[src/rtl/bslu_pkg.sv]
// Shared encodings for the bit-serial logic unit: op codes, FSM states and index sizing.
package bslu_pkg;

    localparam logic [1:0] OP_NONE = 2'b00;
    localparam logic [1:0] OP_XOR  = 2'b01;
    localparam logic [1:0] OP_AND  = 2'b10;
    localparam logic [1:0] OP_OR   = 2'b11;

    localparam logic [1:0] ST_IDLE = 2'd0;
    localparam logic [1:0] ST_RUN  = 2'd1;
    localparam logic [1:0] ST_DONE = 2'd2;

    // Bit-index width; a 1-bit unit still needs a 1-bit index signal.
    function automatic int bslu_idx_w(input int width);
        return (width > 1) ? $clog2(width) : 1;
    endfunction

endpackage

[src/rtl/bslu_bitslice.sv]
// Single-bit combinational slice: applies the op to one operand bit pair and flags a difference.
module bslu_bitslice
    import bslu_pkg::*;
(
    input  logic [1:0] op,
    input  logic       a_i,
    input  logic       b_i,
    output logic       q_i,
    output logic       diff_i
);

    always_comb begin
        q_i = 1'b0;
        case (op)
            OP_NONE: q_i = 1'b0;
            OP_XOR:  q_i = a_i ^ b_i;
            OP_AND:  q_i = a_i & b_i;
            OP_OR:   q_i = a_i | b_i;
            default: q_i = 1'b0;
        endcase
    end

    assign diff_i = a_i ^ b_i;

endmodule

[src/rtl/bitserial_logic_unit.sv]
// Bit-serial logic/compare unit: one bit per cycle, MSB first, fixed WIDTH-cycle run.
// Define BSLU_SIGNED_CMP_EN for a two's-complement lt result.
module bitserial_logic_unit
    import bslu_pkg::*;
#(
    parameter int WIDTH = 8
) (
    input  logic             clk,
    input  logic             rst_n,
    input  logic             start,
    input  logic [1:0]       op,
    input  logic [WIDTH-1:0] a,
    input  logic [WIDTH-1:0] b,
    output logic             busy,
    output logic             done,
    output logic [WIDTH-1:0] q,
    output logic             ne,
    output logic             lt
);

    localparam int IW = bslu_idx_w(WIDTH);

    logic [1:0]       state_q, state_d;
    logic [IW-1:0]    idx_q, idx_d;
    logic             resolved_q, resolved_d;
    logic [WIDTH-1:0] a_q, a_d;
    logic [WIDTH-1:0] b_q, b_d;
    logic [1:0]       op_q, op_d;
    logic [WIDTH-1:0] res_q, res_d;
    logic             ne_q, ne_d;
    logic             lt_q, lt_d;

    logic a_bit, b_bit, q_bit, diff_bit, lt_bit;

    assign a_bit = a_q[idx_q];
    assign b_bit = b_q[idx_q];

    bslu_bitslice u_slice (
        .op     (op_q),
        .a_i    (a_bit),
        .b_i    (b_bit),
        .q_i    (q_bit),
        .diff_i (diff_bit)
    );

`ifdef BSLU_SIGNED_CMP_EN
    // A difference in the sign bit inverts the unsigned ordering.
    assign lt_bit = (idx_q == IW'(WIDTH - 1)) ? a_bit : b_bit;
`else
    assign lt_bit = b_bit;
`endif

    always_comb begin
        state_d    = state_q;
        idx_d      = idx_q;
        resolved_d = resolved_q;
        a_d        = a_q;
        b_d        = b_q;
        op_d       = op_q;
        res_d      = res_q;
        ne_d       = ne_q;
        lt_d       = lt_q;
        case (state_q)
            ST_IDLE, ST_DONE: begin
                if (start) begin
                    a_d        = a;
                    b_d        = b;
                    op_d       = op;
                    res_d      = '0;
                    ne_d       = 1'b0;
                    lt_d       = 1'b0;
                    resolved_d = 1'b0;
                    idx_d      = IW'(WIDTH - 1);
                    state_d    = ST_RUN;
                end else begin
                    state_d = ST_IDLE;
                end
            end
            ST_RUN: begin
                res_d[idx_q] = q_bit;
                if (diff_bit && !resolved_q) begin
                    ne_d       = 1'b1;
                    lt_d       = lt_bit;
                    resolved_d = 1'b1;
                end
                if (idx_q == '0) begin
                    state_d = ST_DONE;
                end else begin
                    idx_d = idx_q - IW'(1);
                end
            end
            default: state_d = ST_IDLE;
        endcase
    end

    always_ff @(posedge clk or negedge rst_n) begin
        if (!rst_n) begin
            state_q    <= ST_IDLE;
            idx_q      <= '0;
            resolved_q <= 1'b0;
            a_q        <= '0;
            b_q        <= '0;
            op_q       <= OP_NONE;
            res_q      <= '0;
            ne_q       <= 1'b0;
            lt_q       <= 1'b0;
        end else begin
            state_q    <= state_d;
            idx_q      <= idx_d;
            resolved_q <= resolved_d;
            a_q        <= a_d;
            b_q        <= b_d;
            op_q       <= op_d;
            res_q      <= res_d;
            ne_q       <= ne_d;
            lt_q       <= lt_d;
        end
    end

    assign busy = (state_q == ST_RUN);
    assign done = (state_q == ST_DONE);
    assign q    = res_q;
    assign ne   = ne_q;
    assign lt   = lt_q;

endmodule
[config.mk]
export PLATFORM = sky130hd
export DESIGN_NAME = bitserial_logic_unit
export DESIGN_NICKNAME = d
export VERILOG_FILES = /design/src/rtl/bslu_pkg.sv /design/src/rtl/bslu_bitslice.sv /design/src/rtl/bitserial_logic_unit.sv
export SDC_FILE = /design/constraint.sdc
export NUM_CORES = 1
export LEC_CHECK = 0
export CAP_MARGIN = 20
export CORE_AREA = 2 2 60 62
export CTS_CLUSTER_SIZE = 12
export DETAILED_ROUTE_END_ITERATION = 8
export DIE_AREA = 0 0 62 64
export HOLD_SLACK_MARGIN = 0.15
export PLACE_DENSITY = 0.84
export SLEW_MARGIN = 5
export SYNTH_ARGS = -nofsm -noshare
export SYNTH_HDL_FRONTEND = slang
export SYNTH_SLANG_ARGS = --single-unit
[constraint.sdc]
create_clock -name clk -period 2.4 [get_ports clk]
set_input_delay 0.36 -clock clk [delete_from_list [all_inputs] [get_ports clk]]
set_output_delay 0.36 -clock clk [all_outputs]
set_load 0.01 [all_outputs]
==> run_results.csv <==
group,metric,value,unit
pwr,totalPowerFinal,2.617,mW
synth,postSynthRegisterBits,33,
pwr,leakage,0.9757,nW
drt,antenna_left,0,
pwr,comb_power_share,48.0,%
synth,syn_avg_cell_area,9.247,um^2
timing,skew,0.01349,ns
synth,synth_enable_flop_cells,0,
setup_path,timing.critical_path.arrival,2.41,ns
clocking,root_buffer,"sky130_fd_sc_hd__clkbuf_4",
synth,yosys-top-cells-count,"sky130_fd_sc_hd__nand2_1 (64), sky130_fd_sc_hd__dfrtp_1 (33), sky130_fd_sc_hd__mux2i_1 (9)",
setup_path,critPathMaxStageDelay,0.50,ns
place,dpl_cell_area,0.001974,mm^2
place,gp_congestion,0.7968,
setup_path,worstReg2RegEnd,"q[5]$_DFFE_PN0P_",
pwr,power_frac_seq,38.7,%
synth,synth.largest_area_cell,"sky130_fd_sc_hd__dfrtp_1",
clocking,insertion_delay,0.35,ns
timing,fmaxAchievable,0.4558,GHz
timing,slew_viol_final,0,
setup_path,critical_path_class,"register to register",
drt,finalWirelength,3012,um
pwr,worst_ir_drop_vdd,0.6107,mV
drt,drt-vias-per-instance,5.067,
synth,post-synth-top-area-fraction,51.32,%
setup_path,crit_family,"compound AO/OA/AOI/OAI gates",
setup_path,cpMaxStageDelayCell,"sky130_fd_sc_hd__dfrtp_1",
floorplanning,core-area,0.003284,mm^2
synth,mappedNetlistNets,199,
synth,most_area_consuming_cells_after_synthesis,"sky130_fd_sc_hd__dfrtp_1 (51%), sky130_fd_sc_hd__nand2_1 (15%), sky130_fd_sc_hd__mux2i_1 (5.6%), sky130_fd_sc_hd__ha_1 (3.1%), sky130_fd_sc_hd__nand2b_1 (2.3%)",
grt,number_of_global_route_vias_before_repair,1216,
layout,num_antenna_cells,0,
setup_path,worst_setup_path_start_kind,"register",
floorplanning,std_cell_rows,21,
floorplanning,fp.dieW,62,um
place,place_hpwl,2193,um
timing,final.period_utilization,91.42,%
clocking,tritoncts_clock_tree,"built",
layout,drive_above_1_share,10.53,%
grt,grt_pass1_wl,5361,um
setup_path,path_max_fanout,10,
synth,syn_area,0.001609,mm^2
setup_path,setup.reg_to_reg.worst_slack,0.21,ns
place,port-buffer-count,32,
timing,timing_hold_violations_final,0,
timing,rsz0062_at_grt,"no",
drt,wire_per_inst,11.81,um
timing,timing.hold.ws,0.3925,ns
min_path,worst_hold_path_type,"input pin to asynchronous set/reset pin",
synth,synthCells,174,
timing,setup_viol,0,
layout,finish.utilization,62.29,%
grt,initial_antenna_violation_count,0,
setup_path,critical_path_required,2.62,ns
layout,layout-area-overhead-vs-synth,27.14,%
synth,ys_warn_count,0,
setup_path,setup.worst_path.end_class,"register",
run,maxCapViolCount,0,
setup_path,crit-reg2reg-launch,"idx_q[1]$_DFFE_PN0P_",
synth,netlist-cell-type-count,33,
synth,yosysSeqAreaShare,51.32,%
floorplanning,initial_core_utilization,48.99,%
drt,dr.first_iter.drc_count,75,
timing,timing_worst_slew_pin_value,0.6346,ns
clocking,h_tree_levels,2,
timing,postLayoutSetupSlackWorst,0.2059,ns
pwr,sw_frac_of_total,40.20,%
setup_path,path_buf_inv,2,
pwr,p_clk_share,13.3,%
place,placed_instances,247,
layout,nNetsFinal,233,
pwr,p_sw,1.052,mW
synth,synth-main-ff-cell,"sky130_fd_sc_hd__dfrtp_1",
synth,synth_most_common_cell,"sky130_fd_sc_hd__nand2_1",
place,place_worst_setup_slack,0.1462,ns
clocking,cts_buffers,5,
grt,grt.total_usage,18.26,%
drt,residual_drc_count,0,
timing,period_needed,2.194,ns
synth,synth_async_sr_flop_share,100.0,%
grt,grt_start_max_net_pins,34,
layout,finish.instance_area,0.002046,mm^2
floorplanning,floorplan.io_pins,33,
setup_path,worst_r2r_path_depth,10,
clocking,clockBufferDepth,2,
drt,routed-via-count,1292,
floorplanning,die-height,64,um
timing,finalSetupTns,0,ns
grt,global_route.overflow_total,0,
clocking,hold_buffers,0,
status,outcome,"finished, final reports clean",
clocking,clk_pin_slew_worst_setup_hold_paths,0.10,ns
layout,finish.cell_count_without_fillers,255,
pwr,cellPowerDensity,1279,mW/mm^2
setup_path,timing.critical_path.cells,"buf_4 > nand3b_1 > o21ai_1 > nand2_1 > and3_1 > ha_1 > inv_1 > mux2i_1 > a21oi_2 > o31ai_1",
floorplanning,die_area,0.003968,mm^2
drt,detailedRoute.firstPassIterationCount,4,
timing,slew-limit-headroom,57.69,%
clocking,cts_num_sinks,33,
pwr,cellInternalPower,1.565,mW
-- worst max-delay path by stage --
stage	start	to	cells past startpoint
after floorplan	idx_q[0]$_DFFE_PN0P_	q[1]$_DFFE_PN0P_	11
after global placement	idx_q[0]$_DFFE_PN0P_	q[1]$_DFFE_PN0P_	8
after detailed placement	idx_q[0]$_DFFE_PN0P_	q[0]$_DFFE_PN0P_	8
after CTS	idx_q[0]$_DFFE_PN0P_	q[1]$_DFFE_PN0P_	9
after global routing	idx_q[1]$_DFFE_PN0P_	q[5]$_DFFE_PN0P_	8
final	idx_q[1]$_DFFE_PN0P_	q[5]$_DFFE_PN0P_	10
-- timing repair --
item / in CTS / in global routing
resized for setup: 0 / 1
buffers inserted: 0 / 0
endpoints found under the setup margin: 0 / 9
-- final cells by class --
cell class / instances / area, um^2
clock buffer: 7 / 65.06
clock inverter: 1 / 5.005
fill: 270 / 1239
inverter: 5 / 18.77
multi-input combinational: 124 / 699.4
sequential: 33 / 827.0
tap: 46 / 57.56
timing repair buffer: 39 / 372.9
-- kinds of logic after synthesis --
group,after synthesis,synth area share (%)
AO/OA/AOI/OAI,22,10.42
adder cells (fa/ha/maj),4,3.111
buffers and inverters,17,5.210
flip-flops,33,51.32
multiplexers,10,6.299
AND/OR/NAND/NOR,88,23.64
-- layout by cell type (no fill, tap or decap), drive strengths merged --
cell type,synthesis,routed
and3,1,1
o21ai,6,6
dfrtp,33,33
a211oi,1,1
a211o,1,1
inv,5,5
nor2b,2,2
mux2,1,1
a21oi,2,2
o41ai,3,3
nand2b,6,6
buf,9,7
nand3b,1,1
ha,4,4
nor2,2,2
clkinv,0,1
nor3,2,2
mux2i,9,9
clkdlybuf4s50,0,32
nand2,64,64
o32ai,1,1
a21o,1,1
nand4,2,2
o311ai,3,3
nand3,5,5
or3,1,1
nor4,1,1
o211ai,2,2
or3b,1,1
o31ai,2,2
clkbuf,3,7
-- power by group through the flow --
stage	logic (mW)	clock network [mW]	registers, mW
global placement	1.21	0	1.02
floorplan	0.919	0	0.958
CTS	1.27	0.358	1.01
global route	1.43	0.384	1.05
detailed placement	1.26	0	1.03
finish	1.26	0.348	1.01
-- worst reg2reg max path: stages, from the launching register on --
cell and delay, ns:
sky130_fd_sc_hd__dfrtp_1 0.50, sky130_fd_sc_hd__buf_4 0.22, sky130_fd_sc_hd__nand3b_1 0.08, sky130_fd_sc_hd__o21ai_1 0.09, sky130_fd_sc_hd__nand2_1 0.09, sky130_fd_sc_hd__and3_1 0.19
sky130_fd_sc_hd__ha_1 0.28, sky130_fd_sc_hd__inv_1 0.07, sky130_fd_sc_hd__mux2i_1 0.08, sky130_fd_sc_hd__a21oi_2 0.33, sky130_fd_sc_hd__o31ai_1 0.12
-- per-layer routing --
layer | up-vias | global-route usage (%) | routed length, um | part of all wire, %
met5 | - | 0 | 0 | 0
met4 | 0 | 6.915 | 50 | 1.7
met3 | 5 | 6.883 | 201 | 6.7
met2 | 41 | 26.82 | 1411 | 47
met1 | 591 | 24.08 | 1349 | 45
li1 | 655 | - | - | -
-- state kept, by name, summed over array words and instances (netlist names) --
name / count
lt: 1
ne: 1
q: 8
op_q: 2
a_q: 8
idx_q: 3
b_q: 8
state_q: 2
Power figures use the tool's default switching activity.
